==> src/rtl/knn_distance_accumulator.sv <==
// knn_distance_accumulator: accumulates saturating squared Euclidean distance
// between an input sample and a training sample, one element per cycle.
module knn_distance_accumulator #(
    parameter int M            = 4,
    parameter int N            = 4,
    parameter int W            = 8,
    parameter int MAX_ELEMENTS = 16,
    parameter int TYPE_W       = 4,
    parameter int D_W          = 32
) (
    input  logic                      clk,
    input  logic                      rst,
    input  logic                      read_done,
    input  logic [W*MAX_ELEMENTS-1:0] input_data,
    input  logic [W*MAX_ELEMENTS-1:0] training_data,
    input  logic [TYPE_W-1:0]         training_data_type,
    output logic                      data_request,
    output logic                      done,
    output logic [D_W-1:0]            distance,
    output logic [TYPE_W-1:0]         distance_type,
    output logic                      busy,
    output logic                      overrun
);
    localparam int S     = M * N;
    localparam int CHUNK = (MAX_ELEMENTS < S) ? MAX_ELEMENTS : S;
    localparam int CW    = $clog2(S + 1);
    localparam int EW    = $clog2(CHUNK + 1);
    localparam logic [1:0] IDLE = 2'd0, ACC = 2'd1, EMIT = 2'd2;

    logic [1:0]                state;
    logic [W*MAX_ELEMENTS-1:0] in_r, tr_r;
    logic [TYPE_W-1:0]         ty_r;
    logic [CW-1:0]             consumed, rem;
    logic [EW-1:0]             e, k, kn;
    logic [D_W-1:0]            acc, acc_next;
    logic [W-1:0]              a, b, d;
    logic [2*W-1:0]            sq;
    logic [D_W:0]              sum;

    always_comb begin
        a        = in_r[e*W +: W];
        b        = tr_r[e*W +: W];
        d        = (a > b) ? a - b : b - a;
        sq       = {{W{1'b0}}, d} * {{W{1'b0}}, d};
        sum      = {1'b0, acc} + {{(D_W+1-2*W){1'b0}}, sq};
        acc_next = sum[D_W] ? '1 : sum[D_W-1:0];
        rem      = CW'(S) - consumed;
        kn       = (rem < CW'(CHUNK)) ? EW'(rem) : EW'(CHUNK);
    end

    always_ff @(posedge clk) begin
        if (rst) begin
            state         <= IDLE;
            in_r          <= '0;
            tr_r          <= '0;
            ty_r          <= '0;
            consumed      <= '0;
            e             <= '0;
            k             <= '0;
            acc           <= '0;
            data_request  <= 1'b0;
            done          <= 1'b0;
            distance      <= '0;
            distance_type <= '0;
            busy          <= 1'b0;
            overrun       <= 1'b0;
        end else begin
            data_request <= 1'b0;
            done         <= 1'b0;
            // busy covers the pulse cycle too, so it drops one edge after EMIT
            busy         <= (state != IDLE) | read_done;
            if (read_done && state != IDLE) overrun <= 1'b1;
            if (state == IDLE) begin
                if (read_done) begin
                    in_r  <= input_data;
                    tr_r  <= training_data;
                    k     <= kn;
                    e     <= '0;
                    state <= ACC;
                    if (consumed == '0) begin
                        ty_r <= training_data_type;
                        acc  <= '0;
                    end
                end
            end else if (state == ACC) begin
                acc      <= acc_next;
                e        <= e + 1'b1;
                consumed <= consumed + 1'b1;
                if (e == k - 1'b1) state <= EMIT;
            end else begin
                state <= IDLE;
                if (consumed < CW'(S)) begin
                    data_request <= 1'b1;
                end else begin
                    done          <= 1'b1;
                    distance      <= acc;
                    distance_type <= ty_r;
                    consumed      <= '0;
                end
            end
        end
    end
endmodule

==> config.mk <==
export PLATFORM = sky130hd
export DESIGN_NAME = knn_distance_accumulator
export DESIGN_NICKNAME = d
export VERILOG_FILES = /design/src/rtl/knn_distance_accumulator.sv
export SDC_FILE = /design/constraint.sdc
export NUM_CORES = 1
export LEC_CHECK = 0
export BUFFER_PORTS_ARGS = -buffer_cell sky130_fd_sc_hd__buf_2
export CAP_MARGIN = 15
export CORE_AREA = 2 2 182 184
export DETAILED_ROUTE_END_ITERATION = 10
export DIE_AREA = 0 0 184 186
export PLACE_DENSITY = 0.78
export SYNTH_ARGS = -nofsm -noshare
export SYNTH_HDL_FRONTEND = slang
export SYNTH_SLANG_ARGS = --single-unit
==> constraint.sdc <==
create_clock -name clk -period 14.9 [get_ports clk]
set_input_delay 0.745 -clock clk [delete_from_list [all_inputs] [get_ports clk]]
set_output_delay 0.745 -clock clk [all_outputs]
set_load 0.01 [all_outputs]
==> metrics.txt, run 1 <==
Top FF cell, synth=dfxtp_1; Post-synth EDFFs=0; Clock Power Share=0.234; most frequent cell after synthesis=nand2_1; Worst-path clk slew=0.06 ns; Final Hold Fails=0; biggest area consumer among synthesized cells=dfxtp_1; pre-CTS WS=5.685 ns; largest net degree at the start of global routing=158; internal power=2.446 mW; Final Cycle Share=0.6014; VDD IR max=0.2271 mV; fmax=0.1116 GHz; Port Buf Inserts=302; worst-path fanout max=68; # Post-CTS Setup Buffers=0; Synth Warn #=0; row cnt=66; Data required, critical path=15.36 ns; CTS tree=yes; DRT Wirelength=47430 um; RSZ-0062 raised after global routing=no; CTS HTree Levels=2; final instance area=20480 um^2; DP Cell Count=2682; sequential power share=0.252; CP most frequent cell=fa_1; Post-Syn Area=17610 um^2; DR vias/cell=5.655; final setup fails=0; post-place instance area=19170 um^2; vias post-DR=15530; commonest cells in the synthesized netlist=nand2_1, a21oi_1, dfxtp_1; Final Skew=0.03192 ns; DR WL/cell=17.27 um; hold buffer count at CTS=0; Gates resized, CTS repair=0; Startpoint Class=flip-flop; core area=32210 um^2; Synth cell types=66; Final WS setup=5.940 ns; vias in the first global route=14750; top-area cell type share of the netlist area=0.3968; drt drc=0; clk sink count=349; Crit-path slowest cell=dfxtp_4; Worst slew margin=0.2695; Net Sw Frac=0.4040; Root Buffer Master=clkbuf_16; Multi-input gate area=9656 um^2; clk_lat worst skew=0.54 ns; io pins=303; ys async rst share=0; routability cong.=0.8869; share of layout cells above drive strength 1=0.2010; DRT antenna net count=0; gr ovfl total=0; Detailed Place HPWL=34400 um; Nets=2679; DR iter-0 viols=1277; first-pass GRT wire length=74460 um; router iterations before antenna repair=5; worst hold path class=in2reg; path type of the worst setup path=reg2reg; worst-margin pin slew=1.096 ns; filler cell count=2710; Seq/Total Area, Yosys=0.3968; Syn Inst Count=2107; Max Buffers Root-to-Sink=3; Die Y=186 um; mean post-synth cell area=8.358 um^2; Max Slew Vio Count=0; total track usage=0.2720; FF/Latch Area=6995 um^2; status=complete, no violations; top cells by area, synth=dfxtp_1, nand2_1, a21oi_1, mux4_2, fa_1; Post-Layout Cell Count=2746; Final min period=8.960 ns; die area=34220 um^2; Setup crit end kind=flip-flop; proportion of power drawn by combinational gates=0.514; Switch Pwr=1.658 mW; CP arrival=9.43 ns; Setup TNS=0 ns; Syn-to-layout area delta=16.32%; utilization after layout=0.6360; Chip Width=184 um; initial antenna violation count=0; Net Count, Synth=2473; Initial Util=0.5468; PwrDens=200.4 nW/um^2; CTS buffer count=36; #FFs+latches synth=349; ANT cells=0; maxcap violations=0; Largest stage delay, worst path=1.01 ns; LEAKAGE=8.531 nW
final timing paths:
path,cells after the start,slack (ns),startpoint,end
hold reg to reg,2,0.45,distance[28],distance[28]
setup reg to reg,26,5.94,e[1],acc[31]
setup / recovery,26,5.94,e[1],acc[31]
hold / removal,3,0.44,input_data[114],in_r[114]
per-layer routing:
metal	vias to the layer above	part of all wire	track usage
met1	7350	0.43	0.3670
met4	0	0.031	0.08736
met3	90	0.060	0.03052
met2	581	0.48	0.4590
met5	-	0	0
li1	7509	-	-
kinds of logic after synthesis:
kind of cell | synth area share
AO/OA/AOI/OAI | 0.1582
XOR/XNOR | 0.01535
adder cells (fa/ha/maj) | 0.09066
buffers and inverters | 0.05578
flip-flops | 0.3968
multiplexers | 0.09912
AND/OR/NAND/NOR | 0.1842
metrics by stage:
stage / total power, mW / hold slack, ns
detailed placement: 3.149 / 0.4430
CTS: 4.111 / 0.4331
floorplan: 2.724 / 0.4321
global route: 4.442 / 0.4409
global placement: 3.077 / 0.4366
finish: 4.105 / 0.4404
area by class of cell:
type                            count  share of cell area
Clock buffer                       48             0.05064
Tap cell                          408             0.02492
Multi-Input combinational cell   1505              0.4714
Clock inverter                     15             0.01191
Timing Repair Buffer              316             0.08039
Sequential cell                   349              0.3415
Inverter                          105             0.01924
worst max-delay path: cells and delay by family, from the launching register on:
family	cells	cell delay, ns
adder cells (fa/ha/maj)	6	2.86
AO/OA/AOI/OAI	12	3.15
AND/OR/NAND/NOR	4	0.79
XOR/XNOR	1	0.59
multiplexers	1	0.41
flip-flops	1	1.01
buffers and inverters	2	0.09
power groups by stage:
stage / registers, mW / clock network, mW / logic, mW
floorplan: 1.04 / 0 / 1.69
global placement: 1.05 / 0 / 2.02
detailed placement: 1.06 / 0 / 2.09
CTS: 1.04 / 0.972 / 2.10
global route: 1.04 / 1.01 / 2.39
finish: 1.04 / 0.960 / 2.11
placed cells by master (no fill, tap or decap), types with 11 or more instances in the layout:
master and n:
a211oi_1 36, nor3_1 11, a21oi_1 357, ha_1 62
o21ai_0 13, clkbuf_16 37, nor2_1 75, buf_2 301
mux2i_1 20, inv_1 104, nor2b_1 20, a21o_1 11
buf_4 13, dfxtp_1 346, xor2_1 14, fa_1 41
nand2_1 627, mux4_2 66, nand3_1 19
sequential cells by signal, summed over array words and instances (netlist names), 5 cells and up:
name,count
consumed,5
distance,32
k,5
in_r,128
e,5
acc,32
tr_r,128
Note: power is estimated with default switching activity, not from simulation.
==> inputs of run 2 (changes only) <==
--- a/config.mk
+++ b/config.mk
@@ -5,12 +5,13 @@
 export SDC_FILE = /design/constraint.sdc
 export NUM_CORES = 1
 export LEC_CHECK = 0
+export ABC_AREA = 1
 export BUFFER_PORTS_ARGS = -buffer_cell sky130_fd_sc_hd__buf_2
 export CAP_MARGIN = 15
-export CORE_AREA = 2 2 182 184
+export CORE_AREA = 2 2 193 195
 export DETAILED_ROUTE_END_ITERATION = 10
-export DIE_AREA = 0 0 184 186
-export PLACE_DENSITY = 0.78
+export DIE_AREA = 0 0 195 197
+export PLACE_DENSITY = 0.77
 export SYNTH_ARGS = -nofsm -noshare
 export SYNTH_HDL_FRONTEND = slang
 export SYNTH_SLANG_ARGS = --single-unit
==> constraint.sdc (replaced) <==
create_clock -name clk -period 8.05 [get_ports clk]
set_input_delay 0.4025 -clock clk [delete_from_list [all_inputs] [get_ports clk]]
set_output_delay 0.4025 -clock clk [all_outputs]
set_load 0.01 [all_outputs]
==> run 2 against run 1 <==
Net effect: critical path depth grew 6; worst hold slack got worse by 0.37 ns; final area up 4.6%; count of clock-buffer cells in the layout grew 2; flip-flop and latch count did not move; global-route usage is 2.9 points higher; largest cell class unchanged.
==> metrics.txt, run 2 <==
Max Slew Vio Count=0; Crit-path slowest cell=dfxtp_4; Initial Util=0.5141; filler cell count=3416; biggest area consumer among synthesized cells=dfxtp_1; Startpoint Class=flip-flop; ys async rst share=0; gr ovfl total=0; Setup TNS=0 ns; most frequent cells in the layout=nor2_1, o21ai_0, dfxtp_1; die area=38420 um^2; Root Buffer Master=clkbuf_16; Data required, critical path=8.54 ns; total track usage=0.3012; CTS tree=yes; commonest non-fill, non-tap cell in the layout=nor2_1; io pins=303; Port Buf Inserts=302; worst-margin pin slew=1.173 ns; clk sink count=349; utilization after layout=0.5910; #FFs+latches synth=349; top cells by area, synth=dfxtp_1, nor2_1, o21ai_0, nand2_1, fa_1; clk_lat worst skew=0.55 ns; Max Buffers Root-to-Sink=3; Final Cycle Share=0.9403; Setup crit start=e[0]; Seq/Total Area, Yosys=0.3748; path type of the worst setup path=reg2reg; worst hold path class=in2reg; Synth cell types=46; largest net degree at the start of global routing=262; Nets=3239; DR vias/cell=5.576; CTS HTree Levels=2; Synth Warn #=0; Worst-path clk slew=0.06 ns; worst-path fanout max=102; FF/Latch Area=6993 um^2; CP most frequent cell=nand2_1; vias post-DR=18780; mean post-synth cell area=6.967 um^2; reg-to-reg startpoint=e[0]; most frequent cell after synthesis=nor2_1; initial antenna violation count=4; hold_sp=training_data[81]; Metal-1 WL=24920 um; Final min period=7.569 ns; CTS buffer count=38; routability cong.=0.9688; Worst slew margin=0.2172; Largest stage delay, worst path=0.57 ns; Chip Width=195 um; DR iter-0 viols=1643; Net Count, Synth=3042; vias in the first global route=18220; Multi-input gate area=10090 um^2; Die Y=197 um; drt drc=0; final setup fails=0; DR WL/cell=17.55 um; DRT Wirelength=59100 um; Syn Inst Count=2676; fmax=0.1321 GHz; Detailed Place HPWL=41760 um; status=complete, no violations; commonest cells in the synthesized netlist=nor2_1, o21ai_0, dfxtp_1; Final Hold Fails=0; Setup crit end kind=flip-flop; uppermost layer routed=met5; share of layout cells above drive strength 1=0.1553; CP arrival=8.06 ns; metal2 WL=27110 um; maxcap violations=0; RSZ-0062 raised after global routing=no; DRT antenna net count=0; first-pass GRT wire length=92960 um; Post-Syn Area=18640 um^2; core area=36260 um^2; largest registers=in_r (128), tr_r (128); Final Skew=0.01182 ns; row cnt=70; Syn-to-layout area delta=14.95%; Post-synth EDFFs=0; Top FF cell, synth=dfxtp_1; router iterations before antenna repair=6; top-area cell type share of the netlist area=0.3748; met3 wire length=4348 um
-- run 2: cell types whose count changed after synthesis, sizes merged, moves of 47 or more --
cell    before  now
mux4        66    0
nor2        78  760
o221ai       0   47
nand2      628  343
inv        105  218
o21ai       14  444
a21oi      359   50
nand3       19   98
-- run 2: per-stage QoR --
step	instance area [um^2]	cells	worst slack [ns]	hold WS [ns]
global placement	20190	3301	0.5048	0.4410
finish	21430	3368	0.4808	0.07398
global route	21430	3368	0.001854	0.07894
floorplan	18640	2676	1.873	0.4283
CTS	21410	3365	0.3535	0.06475
detailed placement	20190	3301	0.3719	0.4546
-- run 2: timing repair --
action | CTS | global route
resized for setup | 0 | 4
endpoints found under the setup margin | 0 | 27
hold buffers | 0 | 0
setup buffers | 0 | 0
-- run 2: cells by family (layout without fill, tap and decap cells) --
logic type	Yosys count	after routing	synth area share
AND/OR/NAND/NOR	1217	1217	0.2651
AO/OA/AOI/OAI	593	593	0.1760
buffers and inverters	385	606	0.08490
flip-flops	349	349	0.3748
adder cells (fa/ha/maj)	103	103	0.08564
XOR/XNOR	29	29	0.01362
other	0	3	0
-- run 2: per-layer routing --
layer  up-vias  GRT usage
met4         2     0.1459
met3       160    0.04227
li1       9033          -
met5         -          0
met2       766     0.4946
met1      8818     0.3919
-- run 2: cell type report --
| type | instances | share of cell area |
|---|---|---|
| tap | 468 | 0.02732 |
| clock buffer | 50 | 0.04834 |
| clock inverter | 14 | 0.008349 |
| antenna | 3 | 0.0003503 |
| timing repair buffer | 321 | 0.07893 |
| sequential | 349 | 0.3263 |
| multi-input combinational | 1942 | 0.4707 |
| inverter | 221 | 0.03964 |
-- run 2: final timing paths --
| kind | cells past startpoint | endpoint | slack [ns] |
|---|---|---|---|
| worst max register to register | 32 | acc[7] | 0.48 |
| worst min-delay path | 3 | tr_r[81] | 0.07 |
| worst max-delay path | 32 | acc[7] | 0.48 |
| worst min register to register | 2 | ty_r[3] | 0.46 |
-- run 2: worst max-delay path, delay by kind of cell, from the launching register on --
| kind | cells | cell delay [ns] |
|---|---|---|
| fa+ha+maj | 6 | 2.87 |
| compound gates | 4 | 1.01 |
| flops | 1 | 0.57 |
| buf+inv | 4 | 0.63 |
| simple gates | 18 | 2.34 |
Power of run 2 is not shown: default switching activity piles up to over one toggle a cycle in this logic, so the estimate is an artifact.
